$ cat src/rtl/cdc_a2s_sync_rx_if.sv
// Bundle of the bridge-side 4-phase handshake and the downstream valid/ready port
// used by the synchronous receiver of the async-to-sync CDC path.
interface cdc_a2s_sync_rx_if #(
    parameter int DW    = 64,
    parameter int DEPTH = 4,
    parameter int CW    = 16
);
    localparam int CNTW = $clog2(DEPTH) + 1;

    logic            Si;
    logic            So;
    logic [DW-1:0]   Din;
    logic [DW-1:0]   out_data;
    logic            out_valid;
    logic            out_ready;
    logic [CNTW-1:0] fifo_count;
    logic [CW-1:0]   tok_count;

    // The receiver is the slave; the bridge and downstream consumer together form the master side.
    modport slave (
        input  Si,
        input  Din,
        input  out_ready,
        output So,
        output out_data,
        output out_valid,
        output fifo_count,
        output tok_count
    );

    modport master (
        output Si,
        output Din,
        output out_ready,
        input  So,
        input  out_data,
        input  out_valid,
        input  fifo_count,
        input  tok_count
    );
endinterface

$ cat src/rtl/cdc_a2s_sync_rx.sv
// Synchronous-side CDC receiver: synchronizes the bridge request, acknowledges each
// token once, and buffers the bundled data in a small show-ahead FIFO.
module cdc_a2s_sync_rx #(
    parameter int DW    = 64,
    parameter int DEPTH = 4,
    parameter int CW    = 16
) (
    input logic               CLK,
    input logic               RESET,
    cdc_a2s_sync_rx_if.slave  bus
);
    localparam int AW   = $clog2(DEPTH);
    localparam int CNTW = AW + 1;

    typedef enum logic {
        IDLE = 1'b0,
        ACK  = 1'b1
    } state_t;

    state_t          state_q;
    logic            si_meta_q;
    logic            si_sync_q;
    logic            so_q;
    logic [AW-1:0]   wr_ptr_q;
    logic [AW-1:0]   wr_ptr_d;
    logic [AW-1:0]   rd_ptr_q;
    logic [AW-1:0]   rd_ptr_d;
    logic [CNTW-1:0] count_q;
    logic [CNTW-1:0] count_d;
    logic [CW-1:0]   tok_q;
    logic [CW-1:0]   tok_d;
    logic [DW-1:0]   mem_q [DEPTH];

    logic full;
    logic capture;
    logic pop;

    // Full comes from the registered count, so a read on the same edge cannot admit a write.
    assign full    = (count_q == CNTW'(DEPTH));
    assign capture = (state_q == IDLE) && si_sync_q && !full;
    assign pop     = (count_q != '0) && bus.out_ready;

    always_comb begin
        wr_ptr_d = wr_ptr_q;
        rd_ptr_d = rd_ptr_q;
        count_d  = count_q;
        tok_d    = tok_q;
        if (capture) begin
            wr_ptr_d = wr_ptr_q + AW'(1);
            tok_d    = tok_q + CW'(1);
        end
        if (pop) begin
            rd_ptr_d = rd_ptr_q + AW'(1);
        end
        case ({capture, pop})
            2'b10:   count_d = count_q + CNTW'(1);
            2'b01:   count_d = count_q - CNTW'(1);
            default: count_d = count_q;
        endcase
    end

    always_ff @(posedge CLK) begin
        if (RESET) begin
            si_meta_q <= 1'b0;
            si_sync_q <= 1'b0;
        end else begin
            si_meta_q <= bus.Si;
            si_sync_q <= si_meta_q;
        end
    end

    always_ff @(posedge CLK) begin
        if (RESET) begin
            state_q <= IDLE;
            so_q    <= 1'b0;
        end else begin
            case (state_q)
                IDLE: begin
                    if (capture) begin
                        so_q    <= 1'b1;
                        state_q <= ACK;
                    end
                end
                ACK: begin
                    if (!si_sync_q) begin
                        so_q    <= 1'b0;
                        state_q <= IDLE;
                    end
                end
                default: begin
                    so_q    <= 1'b0;
                    state_q <= IDLE;
                end
            endcase
        end
    end

    always_ff @(posedge CLK) begin
        if (RESET) begin
            wr_ptr_q <= '0;
            rd_ptr_q <= '0;
            count_q  <= '0;
            tok_q    <= '0;
        end else begin
            wr_ptr_q <= wr_ptr_d;
            rd_ptr_q <= rd_ptr_d;
            count_q  <= count_d;
            tok_q    <= tok_d;
        end
    end

    // Storage carries no reset; stale words are unreachable once the pointers clear.
    always_ff @(posedge CLK) begin
        if (capture) begin
            mem_q[wr_ptr_q] <= bus.Din;
        end
    end

    assign bus.So         = so_q;
    assign bus.out_data   = mem_q[rd_ptr_q];
    assign bus.out_valid  = (count_q != '0);
    assign bus.fifo_count = count_q;
    assign bus.tok_count  = tok_q;

    assert property (@(posedge CLK) disable iff (RESET) count_q <= CNTW'(DEPTH));
    assert property (@(posedge CLK) disable iff (RESET) (state_q == ACK) == so_q);
endmodule
$ cat src/flat_wrapper.sv
// flat-port wrapper written by rule: the top's interface ports become plain ports
module cdc_a2s_sync_rx_flat 
#(
    parameter int DW    = 64,
    parameter int DEPTH = 4,
    parameter int CW    = 16
)
  (CLK, RESET, bus_Si, bus_Din, bus_out_ready, bus_So, bus_out_data, bus_out_valid, bus_fifo_count, bus_tok_count);
  cdc_a2s_sync_rx_if #(.DW(DW), .DEPTH(DEPTH), .CW(CW)) bus_i ();
  input logic CLK;
  input logic RESET;
  input wire logic [$bits(bus_i.Si)-1:0] bus_Si;
  input wire logic [$bits(bus_i.Din)-1:0] bus_Din;
  input wire logic [$bits(bus_i.out_ready)-1:0] bus_out_ready;
  output wire logic [$bits(bus_i.So)-1:0] bus_So;
  output wire logic [$bits(bus_i.out_data)-1:0] bus_out_data;
  output wire logic [$bits(bus_i.out_valid)-1:0] bus_out_valid;
  output wire logic [$bits(bus_i.fifo_count)-1:0] bus_fifo_count;
  output wire logic [$bits(bus_i.tok_count)-1:0] bus_tok_count;
  assign bus_i.Si = bus_Si;
  assign bus_i.Din = bus_Din;
  assign bus_i.out_ready = bus_out_ready;
  assign bus_So = bus_i.So;
  assign bus_out_data = bus_i.out_data;
  assign bus_out_valid = bus_i.out_valid;
  assign bus_fifo_count = bus_i.fifo_count;
  assign bus_tok_count = bus_i.tok_count;
  cdc_a2s_sync_rx #(.DW(DW), .DEPTH(DEPTH), .CW(CW)) u_core (.CLK(CLK), .RESET(RESET), .bus(bus_i));
endmodule
$ cat config.mk
export PLATFORM = sky130hd
export DESIGN_NAME = cdc_a2s_sync_rx_flat
export DESIGN_NICKNAME = d
export VERILOG_FILES = /design/src/rtl/cdc_a2s_sync_rx_if.sv /design/src/rtl/cdc_a2s_sync_rx.sv /design/src/flat_wrapper.sv
export SDC_FILE = /design/constraint.sdc
export NUM_CORES = 1
export LEC_CHECK = 0
export CAP_MARGIN = 10
export CORE_ASPECT_RATIO = 1.5
export CORE_UTILIZATION = 54
export CTS_BUF_LIST = sky130_fd_sc_hd__clkbuf_16
export CTS_CLUSTER_SIZE = 14
export DETAILED_ROUTE_END_ITERATION = 12
export PLACE_DENSITY = 0.85
export RECOVER_POWER = 25
export SLEW_MARGIN = 40
export SYNTH_ARGS = -nofsm -noshare
export SYNTH_HDL_FRONTEND = slang
export SYNTH_SLANG_ARGS = --single-unit
$ cat constraint.sdc
create_clock -name CLK -period 3.9 [get_ports CLK]
set_clock_uncertainty 0.1 [all_clocks]
set_input_delay 0.39 -clock CLK [delete_from_list [all_inputs] [get_ports CLK]]
set_output_delay 0.39 -clock CLK [all_outputs]
set_load 0.005 [all_outputs]
==> qor.yml <==
r2r_setup_slack_ns: 1.34
finalMaxSlewViolations: 0
port_buffers: 152
antenna_found_initial: 4
clockBufferDepth: 3
period_needed_ns: 3.15
rsz0062_at_grt: "false"
dieArea_um2: 20000
end_kind: "output port"
cp-start-kind: "flop"
netlist_area_um2: 10500
period_share: 0.809
dr_wl_met2_um: 10900
dp_slack_ns: 1.24
cp_top_family: "buffers and inverters"
totalWireLength_um: 20000
initial_core_util: 0.551
worstMarginPinSlew_ns: 1.19
syn_avg_cell_area_um2: 21.8
required_ns: 3.41
total_leakage_power_nw: 4.18
wl_met3_um: 1260
power_density_nw_per_um2: 510
drive_gt1_frac: 0.171
finalSetupViolations: 0
worstPathCellList: "buf_12 > mux4_2 > clkdlybuf4s50_1"
critPathBufInv: 2
drc: 0
r2r_start: "u_core.bus.fifo_count[2]$_SDFFE_PP0P_"
area_delta_synth_final_pct: 26.0
status: "finished, final reports clean"
synth_cell_types: 34
max_freq_mhz: 317
slowest_stage: "dfxtp_4"
ant_nets: 0
grt_pass1_vias: 5602
wl_per_cell_um: 21.6
ctsResizeCount: 0
synth_seq_cells: 285
synth_area_leader_cell: "edfxtp_1"
num_rows: 62
clk_latency_ns: 0.52
place_congestion: 0.748
core_area_um2: 19100
postSynthCellCount: 481
holdWs_ns: 0.330
tns_ns: 0
boundaryPins: 153
grt-ovfl-total: 0
clk_pin_slew_worst_paths_ns: 0.06
nNetsFinal: 725
cts_inserted_buffers: 25
cp_slowest_stage_delay_ns: 0.63
met1_length_um: 7310
stdcell_area_um2: 13200
clock_sinks: 285
grt_use_total: 0.208
ys_warn_count: 0
root_buffer: "clkbuf_16"
vias_per_cell: 5.61
setup_ws_ns: 0.747
cts_hold_buffers: 0
seq_area_frac_synth: 0.787
cts_tree: "built"
synthArstFlopShare: 0
timing.max_cap.violations: 0
grt_pass1_wl_um: 31300
post_cts_buffers: 0
synth_edf_count: 256
htreeDepth: 1
post-synth-top-count-cell: "edfxtp_1"
grt_max_degree: 45
first_pass_iters: 6
hp-start: "bus_Si"
synthTopCellsByCount: "256 x edfxtp_1, 64 x mux4_2, 29 x dfxtp_1, 15 x nor2_1, 13 x a21oi_1"
placed_cell_area_um2: 12500
arrival_ns: 2.66
die_y_um: 173
die_x_um: 116
path_class: "flop to output port"
vdd_ir_drop_max_mv: 0.344
fillers: 1208
synth_top_area_share: 0.732
top_layer: "met5"
ys_top_cells_by_area: "edfxtp_1 73%, mux4_2 14%, dfxtp_1 5.5%"
worstPathMaxFanout: 44
num_vias: 5207
relSlewSlack: 0.204
finish.utilization: 0.694
drtIter0Drc: 346
hold_viol_final: 0
synth-main-ff-cell: "edfxtp_1"
holdCritPathClass: "input port to flop"
dp_hpwl_um: 13100
syn_nets: 556
## path summary, 6_finish.rpt
check,endpoint,depth (start not counted)
max reg2reg,u_core.bus.fifo_count[2]$_SDFFE_PP0P_,9
min,u_core.si_meta_q$_SDFF_PP0_,2
max,bus_out_data[9],3
min reg2reg,u_core.si_sync_q$_SDFF_PP0_,1
## flip-flops by register name, summed over array words and instances, names as in the netlist, named ones only
register,cells
u_core.bus.fifo_count,3
u_core.rd_ptr_q,2
u_core.mem_q,256
u_core.bus.So,1
u_core.bus.tok_count,16
u_core.wr_ptr_q,2
u_core.si_meta_q,1
u_core.state_q,1
u_core.si_sync_q,1
## per-stage QoR
| stage | power [mW] | instances |
|---|---|---|
| floorplan | 4.03 | 481 |
| CTS | 6.83 | 924 |
| global route | 6.99 | 926 |
| global placement | 4.55 | 871 |
| finish | 6.75 | 928 |
| detailed placement | 4.58 | 879 |
## placed cells by master, fill, tap and decap left out, types with 2 or more instances in the layout
master and instances:
edfxtp_1 256, o21ai_0 5, xor2_1 5, buf_12 9, clkdlybuf4s50_1 109, dlygate4sd3_1 42
dfxtp_1 27, nand2_1 7, and3_4 4, nor2b_1 4, diode_2 4, clkbuf_16 26
nand2b_1 2, mux4_2 64, inv_1 22, nor2_1 15, inv_2 2, o31ai_1 5
nand4_1 4, ha_1 6, nand3_1 5, xnor2_1 6, or3_1 4, a21oi_1 13
dfxtp_4 2, or4_1 7
## routing by layer
metal  global-route usage  vias to the layer above
li1                     -                     2323
met1                0.251                     2659
met2                0.366                      179
met3               0.0449                       44
met4               0.0700                        2
met5                    0                        -
## power by group
part / internal, mW / switching (mW) / total [mW]
Sequential: 3.38 / 0.0815 / 3.46
Clock: 1.26 / 0.999 / 2.26
Combinational: 0.664 / 0.361 / 1.02
Total: 5.31 / 1.44 / 6.75
## cell families (layout without fill, tap and decap cells)
family          count (synthesis)  count (layout)  synth area share
xor+xnor                       11              11           0.00917
flops                         285             285             0.787
mux                            65              65             0.138
simple gates                   60              60            0.0324
compound gates                 25              25            0.0136
buf+inv                        28             215            0.0108
fa+ha+maj                       7               7           0.00905
other cells                     0               4                 0
## cell type report
| class | instances | area [um2] | area share |
|---|---|---|---|
| clock inverter | 19 | 104 | 0.00785 |
| clock buffer | 26 | 651 | 0.0492 |
| multi-input combinational | 168 | 2150 | 0.162 |
| sequential | 285 | 8280 | 0.625 |
| antenna | 4 | 10.0 | 0.000756 |
| timing repair buffer | 161 | 1700 | 0.128 |
| tap | 256 | 320 | 0.0242 |
| inverter | 9 | 33.8 | 0.00255 |
(Power assumes the default switching activity.)
